File: config.mk
export PLATFORM = sky130hd
export DESIGN_NAME = midi_note_rx
export DESIGN_NICKNAME = d
export VERILOG_FILES = /design/src/rtl/midi_note_rx.sv
export SDC_FILE = /design/constraint.sdc
export NUM_CORES = 1
export LEC_CHECK = 0
export BUFFER_PORTS_ARGS = -buffer_cell sky130_fd_sc_hd__buf_4
export CORE_UTILIZATION = 30
export CTS_BUF_LIST = sky130_fd_sc_hd__clkbuf_4
export DETAILED_ROUTE_END_ITERATION = 8
export PLACE_DENSITY = 0.53
export SLEW_MARGIN = 0
export SYNTH_ARGS = -nofsm -noshare
export SYNTH_HDL_FRONTEND = slang
export SYNTH_SLANG_ARGS = --single-unit
File: constraint.sdc
create_clock -name clk -period 2.5 [get_ports clk]
set_input_delay 0.375 -clock clk [delete_from_list [all_inputs] [get_ports clk]]
set_output_delay 0.375 -clock clk [all_outputs]
set_load 0.005 [all_outputs]
File: src/rtl/midi_note_rx.sv
// MIDI serial receiver and monophonic note tracker: 8N1 UART front end, running-status
// parser, last-note-priority gate/note/velocity/amp outputs. Define MIDI_OMNI_EN for omni mode.
module midi_note_rx #(
    parameter int unsigned CLKSPEED = 48_000_000,
    parameter int unsigned BAUD     = 31_250,
    parameter int unsigned CHANNEL  = 0
) (
    input  logic       clk,
    input  logic       rst_n,
    input  logic       midi_in,
    output logic       gate,
    output logic [6:0] note,
    output logic [6:0] velocity,
    output logic [9:0] amp,
    output logic       note_strobe,
    output logic       frame_err
);

    localparam int unsigned Div  = CLKSPEED / BAUD;
    localparam int unsigned Half = Div / 2;
    localparam int unsigned CntW = $clog2(Div + 1);
    localparam logic [CntW-1:0] BitEnd  = CntW'(Div - 1);
    localparam logic [CntW-1:0] HalfEnd = CntW'(Half - 1);

    typedef enum logic [2:0] {StIdle, StStart, StData, StStop, StBreak} state_e;

    logic            sync1_q, sync2_q, rx_prev_q, rx;
    state_e          state_q, state_d;
    logic [CntW-1:0] cnt_q, cnt_d;
    logic [2:0]      bit_idx_q, bit_idx_d;
    logic [7:0]      shift_q, shift_d;
    logic            byte_valid, frame_err_set;

    logic [7:0] status_q, status_d;
    logic       data_cnt_q, data_cnt_d;
    logic [6:0] key_q, key_d;
    logic       gate_q, gate_d;
    logic [6:0] note_q, note_d;
    logic [6:0] vel_q, vel_d;
    logic       strobe_q, strobe_d;
    logic [9:0] amp_q, amp_d;
    logic       frame_err_q;
    logic       two_byte, is_note, ch_ok;

    always_ff @(posedge clk) begin
        if (!rst_n) begin
            sync1_q   <= 1'b1;
            sync2_q   <= 1'b1;
            rx_prev_q <= 1'b1;
        end else begin
            sync1_q   <= midi_in;
            sync2_q   <= sync1_q;
            rx_prev_q <= sync2_q;
        end
    end

    assign rx = sync2_q;

    always_ff @(posedge clk) begin
        if (!rst_n) begin
            state_q <= StIdle;
        end else begin
            state_q <= state_d;
        end
    end

    always_comb begin
        state_d = state_q;
        case (state_q)
            StIdle:  if (rx_prev_q && !rx) state_d = StStart;
            StStart: if (cnt_q == HalfEnd) state_d = rx ? StIdle : StData;
            StData:  if (cnt_q == BitEnd && bit_idx_q == 3'd7) state_d = StStop;
            StStop:  if (cnt_q == BitEnd) state_d = rx ? StIdle : StBreak;
            // After a framing error, wait for a full bit time of idle line before rearming.
            StBreak: if (rx && cnt_q == BitEnd) state_d = StIdle;
            default: state_d = StIdle;
        endcase
    end

    always_comb begin
        byte_valid    = 1'b0;
        frame_err_set = 1'b0;
        if (state_q == StStop && cnt_q == BitEnd) begin
            byte_valid    = rx;
            frame_err_set = !rx;
        end
    end

    always_comb begin
        cnt_d     = cnt_q + CntW'(1);
        bit_idx_d = bit_idx_q;
        shift_d   = shift_q;
        case (state_q)
            StIdle: cnt_d = '0;
            StStart: begin
                bit_idx_d = '0;
                if (cnt_q == HalfEnd) cnt_d = '0;
            end
            StData: begin
                if (cnt_q == BitEnd) begin
                    cnt_d     = '0;
                    shift_d   = {rx, shift_q[7:1]};
                    bit_idx_d = bit_idx_q + 3'd1;
                end
            end
            StStop:  if (cnt_q == BitEnd) cnt_d = '0;
            StBreak: if (!rx || cnt_q == BitEnd) cnt_d = '0;
            default: cnt_d = '0;
        endcase
    end

    always_ff @(posedge clk) begin
        if (!rst_n) begin
            cnt_q     <= '0;
            bit_idx_q <= '0;
            shift_q   <= '0;
        end else begin
            cnt_q     <= cnt_d;
            bit_idx_q <= bit_idx_d;
            shift_q   <= shift_d;
        end
    end

    assign two_byte = (status_q[6:4] != 3'b100) && (status_q[6:4] != 3'b101);
    assign is_note  = (status_q[6:5] == 2'b00);
`ifdef MIDI_OMNI_EN
    assign ch_ok = 1'b1;
`else
    localparam logic [3:0] ChanSel = 4'(CHANNEL);
    assign ch_ok = (status_q[3:0] == ChanSel);
`endif

    // status_q[7] doubles as the running-status valid flag.
    always_comb begin
        status_d   = status_q;
        data_cnt_d = data_cnt_q;
        key_d      = key_q;
        gate_d     = gate_q;
        note_d     = note_q;
        vel_d      = vel_q;
        strobe_d   = 1'b0;
        if (byte_valid && shift_q < 8'hF8) begin
            if (shift_q >= 8'hF0) begin
                status_d   = '0;
                data_cnt_d = 1'b0;
            end else if (shift_q[7]) begin
                status_d   = shift_q;
                data_cnt_d = 1'b0;
            end else if (status_q[7]) begin
                if (!data_cnt_q && two_byte) begin
                    key_d      = shift_q[6:0];
                    data_cnt_d = 1'b1;
                end else begin
                    data_cnt_d = 1'b0;
                    if (is_note && ch_ok) begin
                        if (status_q[4] && shift_q[6:0] != 7'd0) begin
                            gate_d   = 1'b1;
                            note_d   = key_q;
                            vel_d    = shift_q[6:0];
                            strobe_d = 1'b1;
                        end else if (gate_q && key_q == note_q) begin
                            gate_d   = 1'b0;
                            strobe_d = 1'b1;
                        end
                    end
                end
            end
        end
    end

    assign amp_d = gate_q ? {vel_q, 3'b111} : 10'd0;

    always_ff @(posedge clk) begin
        if (!rst_n) begin
            status_q    <= '0;
            data_cnt_q  <= 1'b0;
            key_q       <= '0;
            gate_q      <= 1'b0;
            note_q      <= '0;
            vel_q       <= '0;
            strobe_q    <= 1'b0;
            amp_q       <= '0;
            frame_err_q <= 1'b0;
        end else begin
            status_q    <= status_d;
            data_cnt_q  <= data_cnt_d;
            key_q       <= key_d;
            gate_q      <= gate_d;
            note_q      <= note_d;
            vel_q       <= vel_d;
            strobe_q    <= strobe_d;
            amp_q       <= amp_d;
            frame_err_q <= frame_err_set;
        end
    end

    assign gate        = gate_q;
    assign note        = note_q;
    assign velocity    = vel_q;
    assign amp         = amp_q;
    assign note_strobe = strobe_q;
    assign frame_err   = frame_err_q;

endmodule

-- Word level (Yosys, flattened, before mapping)
Index checks and enable logic that the tools add are counted.
- word-level logic and storage cells: 103
- register bits after elaboration: 71
- bits of input ports: 3
- add/sub/neg operators: 2
- bitwise gates (word level): 7
- reductions and logical operators: 33
- mux-type cells: 26
- equal/unequal tests: 16
- magnitude comparators: 2
- operators by type and width (operator ; count):
    $mux W11 ; 3
    $pmux W11 S3 ; 1
    $mux W3 ; 8
    $mux W8 ; 2
    $pmux W3 S5 ; 1
    $reduce_and A7 Y1 ; 2
    $ne A2 B2 Y1 const B ; 6
    $reduce_and A2 Y1 ; 6
    $add A11 B1 Y11 const B ; 1
    $eq A11 B10 Y1 const B ; 1
    $eq A11 B11 Y1 const B ; 1
    $logic_and A1 B1 Y1 ; 10
    $reduce_and A5 Y1 ; 2
    $mux W1 ; 9
    $ge A8 B8 Y1 const B ; 1
    $lt A8 B8 Y1 const B ; 1
    $eq A7 B7 Y1 ; 1
    $not A1 Y1 ; 7
    $reduce_bool A7 Y1 ; 1
    $reduce_or A7 Y1 ; 1
    $eq A3 B2 Y1 const B ; 2
    $eq A3 B3 Y1 const B ; 2
    $ne A3 B3 Y1 const B ; 2
    $pmux W3 S2 ; 1
    11 further kinds ; 14

-- Depth between registers and ports, before layout
Gate-level depths: netlist of run 1.
- depth after elaboration: 7
- gate-level depth with buffers: 7
- mapped depth without buffers: 6

-- Least setup slack after synthesis of run 1
Ideal clock, no wire load.
- kind: reg-to-reg
- start point: register shift_q[7]
- end point: register vel_q[4], in the netlist velocity[4]
- buffers on the path: 2
- arrival: 1.969 ns
- setup time: 0.072 ns
- slack: 0.459 ns
- stages on the path, launching flop included: 8
- period minus slack after synthesis: 2.041 ns
- path through: dfxtp_1 and4_1 buf_6 a2111oi_4 nand4b_2 nor3_4 buf_12 mux2i_1
- longest elaborated chain between the ends: 3
- RTL lines (item ; line ; RTL):
    start, declared ; 31 ; logic [7:0] shift_q, shift_d;
    start signal, assigned ; 120 ; shift_q <= shift_d;
    $lt A8 B8 Y1 or $ge A8 B8 Y1 (tied branches) ; 142, 143 ;
    $logic_and A1 B1 Y1 or $not A1 Y1 (tied branches) ; -- ;
    $reduce_and A7 Y1 (no source line) * ; -- ;
    end signal, assigned ; 190 ; vel_q <= vel_d;
    end, declared ; 39 ; logic [6:0] vel_q, vel_d;
Every way passes the cells marked *; elsewhere a longest branch is shown, timed or not.
A chain may end at the register's enable or synchronous reset.

-- Worst setup path after layout of run 1
- start point: register shift_q[7]
- end point: register vel_q[5], in the netlist velocity[5]
Same word-level chain as after synthesis.

==> impl_metrics.toml, run 1 <==
[run_status]
status = "completed"

[setup_path]
slowest_delay_ps = 450
crit_family = "simple AND/OR/NAND/NOR gates"
cp_cell_sequence = "and4_1 > a2111oi_4 > nand4b_2 > nor3_4 > buf_4 > mux2i_1"
cp-end-kind = "register"
crit_required_ps = 2850
crit_fanout = 15
arrival_ps = 2510
r2r-start = "shift_q[7]$_SDFFE_PN0P_"
crit_slowest_cell = "a2111oi_4"
start_kind = "register"
crit_type = "reg2reg"
crit_buf_inv = 1
cp-startpoint = "shift_q[7]$_SDFFE_PN0P_"

[finish]
stdcell_count = 439
antennaDiodeCount = 0
syn2layout_area_growth_pct = 16.8
fin_nets = 330
utilization_pct = 36.0
drive_gt1_share_pct = 18.3

[detailed_routing]
drt_iter0_markers = 66
wl_microns = 5670
detail_route.first_pass.iterations = 4
drt-vias-per-instance = 4.81
postRouteAntennaNets = 0
vias = 2110
drc = 0
wl_per_cell_microns = 12.9

[clock_network]
cts_sinks = 69
root_buffer = "clkbuf_4"
path_clk_slew_ps = 120
max-clock-path-buffers = 2
cts_tree = "yes"
postCtsHoldBufs = 0
cts_setup_buffers = 0
post_cts_resized = 0
clock_latency_ps = 420
h-tree-depth = 3
cts-buffers-inserted = 9

[logic_synthesis]
syn_nets = 298
ys_warn_count = 0
synth_area_per_cell_sq_um = 9.72
synth_top_cell_area_share_pct = 48.7
synth_largest_area_cell = "dfxtp_1"
syn_area_sq_mm = 0.00284
seq_area_frac_synth_pct = 48.7
synthCells = 292
yosysMostFrequentCell = "dfxtp_1"
synth-edff-count = 0
yosys-top-cells-area = "dfxtp_1 (49%), mux2i_1 (10%), nand2_1 (4.5%)"
async_flop_share_pct = 0
synth_commonest_cells = "dfxtp_1 (69), nand2_1 (34), mux2i_1 (29)"
synthFlopType = "dfxtp_1"
synth-seq-cells = 69
synthDistinctLibCells = 45

[sta]
finalCritPeriodShare_pct = 86.4
fmax_ghz = 0.463
finClkSkew_ps = 16.4
period_minus_slack_ps = 2160
tightest_slew_ps = 526
finalHoldViolations = 0
relSlewSlack_pct = 64.7
rsz0062_at_grt = "false"
setup_viol = 0
setup_tns_ps = 0
slew_viol_final = 0

[die]
die_area_sq_mm = 0.00985
coreArea_sq_mm = 0.00920
die_w_microns = 99.3
initial_core_util_pct = 30.9
die_h_microns = 99.3
rows = 35
io_pins = 30

[power]
p_seq_share_pct = 55.2
combPwrFrac_pct = 5.5
p_sw_share_pct = 24.4
p_total_uw = 2050
max-vdd-ir-drop_mv = 0.327
power.leakage_uw = 0.00130
p_per_area_mw_per_mm2 = 618
power.internal_uw = 1550
p_sw_uw = 499
pwr-share-clk_pct = 39.3

[placed_design]
dp_cells = 424
place_congestion = 0.779
place_hpwl_microns = 3990
numPortBuffers = 29

[worst_hold_path]
hp-start = "midi_in"
hp-class = "in2reg"

[global_routing]
antenna_found_initial = 0
grt_pass1_vias = 2010
grt_usage_pct = 12.6
grt_first_pass_wirelength_microns = 9680
gr-total-overflow = 0
grt_max_degree = 35

[job]
cap_viol_max_count = 0
cell families after synthesis:
| group | share of synthesized area (%) |
|---|---|
| AND/OR/NAND/NOR | 21.7 |
| AO/OA/AOI/OAI | 9.00 |
| buffers and inverters | 3.70 |
| multiplexers | 10.6 |
| XOR/XNOR | 4.94 |
| flip-flops | 48.7 |
| adder cells (fa/ha/maj) | 1.32 |
power groups by stage:
stage | registers [uW] | clock network (uW) | logic, uW
4_1_cts | 1130 | 834 | 112
6_report | 1130 | 804 | 113
2_1_floorplan | 1150 | 0 | 85.8
3_3_place_gp | 1150 | 0 | 113
5_1_grt | 1130 | 877 | 130
3_5_place_dp | 1150 | 0 | 112
cells in the final DEF, fill, tap and decap left out, drive strengths merged, types with 2 or more instances in the layout:
master	netlist	final
nand3	18	18
nand2b	6	6
and3	9	9
o21ai	4	4
o41ai	3	3
clkinvlp	0	2
dfxtp	69	69
clkinv	0	2
nor2	28	28
xor2	9	9
o31ai	7	7
nor3b	3	3
nor3	5	5
o211ai	4	4
o21a	2	2
buf	7	36
ha	3	3
a21oi	6	6
xnor2	7	7
nor4	3	3
nand2	34	34
inv	4	4
bufinv	0	2
a31oi	2	2
nand4	3	3
or2	3	3
mux2i	29	29
nand3b	4	4
clkbuf	8	9
path summary, 6_finish.rpt:
check | endpoint | slack (ps) | cells past startpoint
setup reg to reg | velocity[5]$_SDFFE_PN0P_ | 340 | 6
hold reg to reg | rx$_SDFF_PN1_ | 420 | 1
setup / recovery | velocity[5]$_SDFFE_PN0P_ | 340 | 6
hold / removal | sync1_q$_SDFF_PN1_ | 140 | 2
registers in the layout, indices dropped and copies added (netlist names), 3 cells and up:
register   count
velocity       7
key_q          7
state_q        3
amp            8
cnt_q         11
bit_idx_q      3
status_q       8
shift_q        8
note           7
metrics by stage:
step                      area, sq um  hold WS (ps)  setup slack, ps
after floorplan                  2840           386              459
after global placement           3160           395              393
after detailed placement         3160           393              314
after CTS                        3310           110              304
after global routing             3310           113              112
final                            3310           143              341
routing by layer:
| metal | vias up | part of all wire (%) | track usage (%) |
|---|---|---|---|
| met4 | 0 | 1.5 | 4.75 |
| met2 | 45 | 45 | 20.4 |
| li1 | 1095 | - | - |
| met5 | - | 0 | 0 |
| met3 | 11 | 4.6 | 3.87 |
| met1 | 959 | 49 | 15.7 |
layout make-up:
type / instances / area (sq um)
multi-input cells: 204 / 1350
flip-flops and latches: 69 / 1380
inverters: 4 / 15.0
repair buffers: 36 / 270
clock inverters: 6 / 88.8
well taps: 111 / 139
fillers: 956 / 5880
clock buffers: 9 / 67.6
Power figures use the tool's default switching activity.
==> run 2: changes to the inputs <==
Settings changed: MAX_ROUTING_LAYER set to met4.
==> run 2 against run 1 <==
Net effect:
- final area is the same
- count of clock-buffer cells in the layout is the same
- largest power group unchanged
- non-clock buffer count is the same
- worst setup slack is essentially flat
- via count grew 1.0%
- critical path type unchanged
- wire length grew 0.21%
- total power is essentially flat
- clock skew shrank 2.6 ps
==> impl_metrics.toml, run 2 (synthesized netlist as in run 1, its figures left out) <==
[setup_path]
cp_cell_sequence = "and4_1 > a2111oi_4 > nand4b_2 > nor3_4 > buf_4 > mux2i_1"
crit_slowest_cell = "a2111oi_4"
crit_fanout = 15
rr_endpoint = "velocity[5]$_SDFFE_PN0P_"
crit_required_ps = 2860
slowest_delay_ps = 450
cp-end-kind = "register"
start_kind = "register"
r2r-start = "shift_q[7]$_SDFFE_PN0P_"
r2r_cells = 6
rrSetupSlack_ps = 340
crit_type = "reg2reg"
arrival_ps = 2520

[finish]
final_cell_mix = "dfxtp_1 (69), buf_4 (36), nand2_1 (34)"
largest_reg_flops = 11
antennaDiodeCount = 0
utilization_pct = 36.0
fillers = 956
fin_nets = 330
final_common_cell = "dfxtp_1"
largest-register = "cnt_q"
syn2layout_area_growth_pct = 16.8
drive_gt1_share_pct = 18.3

[die]
rows = 35
io_pins = 30
die_area_sq_mm = 0.00985
initial_core_util_pct = 30.9
die_w_microns = 99.3
die_h_microns = 99.3
coreArea_sq_mm = 0.00920

[power]
combPwrFrac_pct = 5.5
power.internal_uw = 1550
p_sw_share_pct = 24.4
p_per_area_mw_per_mm2 = 618
p_total_uw = 2050
max-vdd-ir-drop_mv = 0.327
power.leakage_uw = 0.00130
p_seq_share_pct = 55.2
pwr-share-clk_pct = 39.3
p_sw_uw = 500

[sta]
tightest_slew_ps = 517
fmax_ghz = 0.463
slew_viol_final = 0
setup_tns_ps = 0
finalHoldViolations = 0
relSlewSlack_pct = 65.4
hold_ws_ps = 141
period_minus_slack_ps = 2160
finClkSkew_ps = 13.9
rsz0062_at_grt = "false"
finalCritPeriodShare_pct = 86.4
setup_viol = 0

[global_routing]
grt_first_pass_wirelength_microns = 9690
grt_pass1_vias = 2014
grt_max_degree = 35
antenna_found_initial = 0
gr-total-overflow = 0
grt_usage_pct = 13.0

[clock_network]
cts_sinks = 69
postCtsHoldBufs = 0
root_buffer = "clkbuf_4"
clock_latency_ps = 420
cts_setup_buffers = 0
post_cts_resized = 0
path_clk_slew_ps = 120
max-clock-path-buffers = 2
cts-buffers-inserted = 9
cts_tree = "yes"
h-tree-depth = 3

[detailed_routing]
top_layer_used = "met4"
drt-vias-per-instance = 4.85
detail_route.first_pass.iterations = 4
postRouteAntennaNets = 0
drt_iter0_markers = 67
met3WireLength_microns = 245
wl_met2_microns = 2580
vias = 2131
drc = 0
wl_microns = 5680
routedLengthMet1_microns = 2800
wl_per_cell_microns = 12.9

[placed_design]
place_congestion = 0.790
numPortBuffers = 29
place_hpwl_microns = 3990

[worst_hold_path]
hp-start = "midi_in"
hp-class = "in2reg"
holdPathStages = 2
hold-path-endpoint = "sync1_q$_SDFF_PN1_"

[job]
cap_viol_max_count = 0

[run_status]
status = "completed"
[run 2: cell counts in the layout (fill, tap and decap cells not counted)]
No cell type changed its count.
[run 2: metal layers]
layer	GRT usage, %	vias to the layer above
met5	-	-
met4	4.75	0
li1	-	1098
met1	15.7	972
met2	20.5	49
met3	3.87	12
[run 2: critical path, delay by kind of cell (launching register included)]
family	cells	cell delay, ps
compound gates	1	450
buf+inv	1	280
flops	1	370
mux	1	210
simple gates	3	780
[run 2: how the worst max path moves through the flow]
stage                     slack (ps)                  endpoint                     from  cells after the start
after detailed placement         310  velocity[5]$_SDFFE_PN0P_  shift_q[7]$_SDFFE_PN0P_                      6
after global routing             110      note[2]$_SDFFE_PN0P_      cnt_q[0]$_SDFF_PN0_                      7
after global placement           390      note[0]$_SDFFE_PN0P_  shift_q[7]$_SDFFE_PN0P_                      6
after CTS                        300  velocity[5]$_SDFFE_PN0P_  shift_q[7]$_SDFFE_PN0P_                      6
after floorplan                  460  velocity[4]$_SDFFE_PN0P_  shift_q[7]$_SDFFE_PN0P_                      7
final                            340  velocity[5]$_SDFFE_PN0P_  shift_q[7]$_SDFFE_PN0P_                      6
[run 2: cell type report]
type                    instances  area (sq um)  area share [%]
clock buffers                   9          67.6            2.04
inverters                       4          15.0           0.453
well taps                     111           139            4.19
repair buffers                 36           270            8.16
flip-flops and latches         69          1380            41.7
multi-input cells             204          1350            40.8
clock inverters                 6          88.8            2.68
[run 2: power by group through the flow]
stage / Sequential (uW) / Combinational, uW / Clock, uW
after detailed placement: 1150 / 112 / 0
final: 1130 / 113 / 805
after CTS: 1130 / 112 / 834
after floorplan: 1150 / 85.8 / 0
after global placement: 1150 / 113 / 0
after global routing: 1130 / 130 / 877
[run 2: metrics by stage]
stage	instances	worst slack [ps]	area (sq um)
floorplan	292	459	2840
global placement	424	393	3160
detailed placement	424	314	3160
CTS	439	304	3310
global route	439	112	3310
finish	439	341	3310
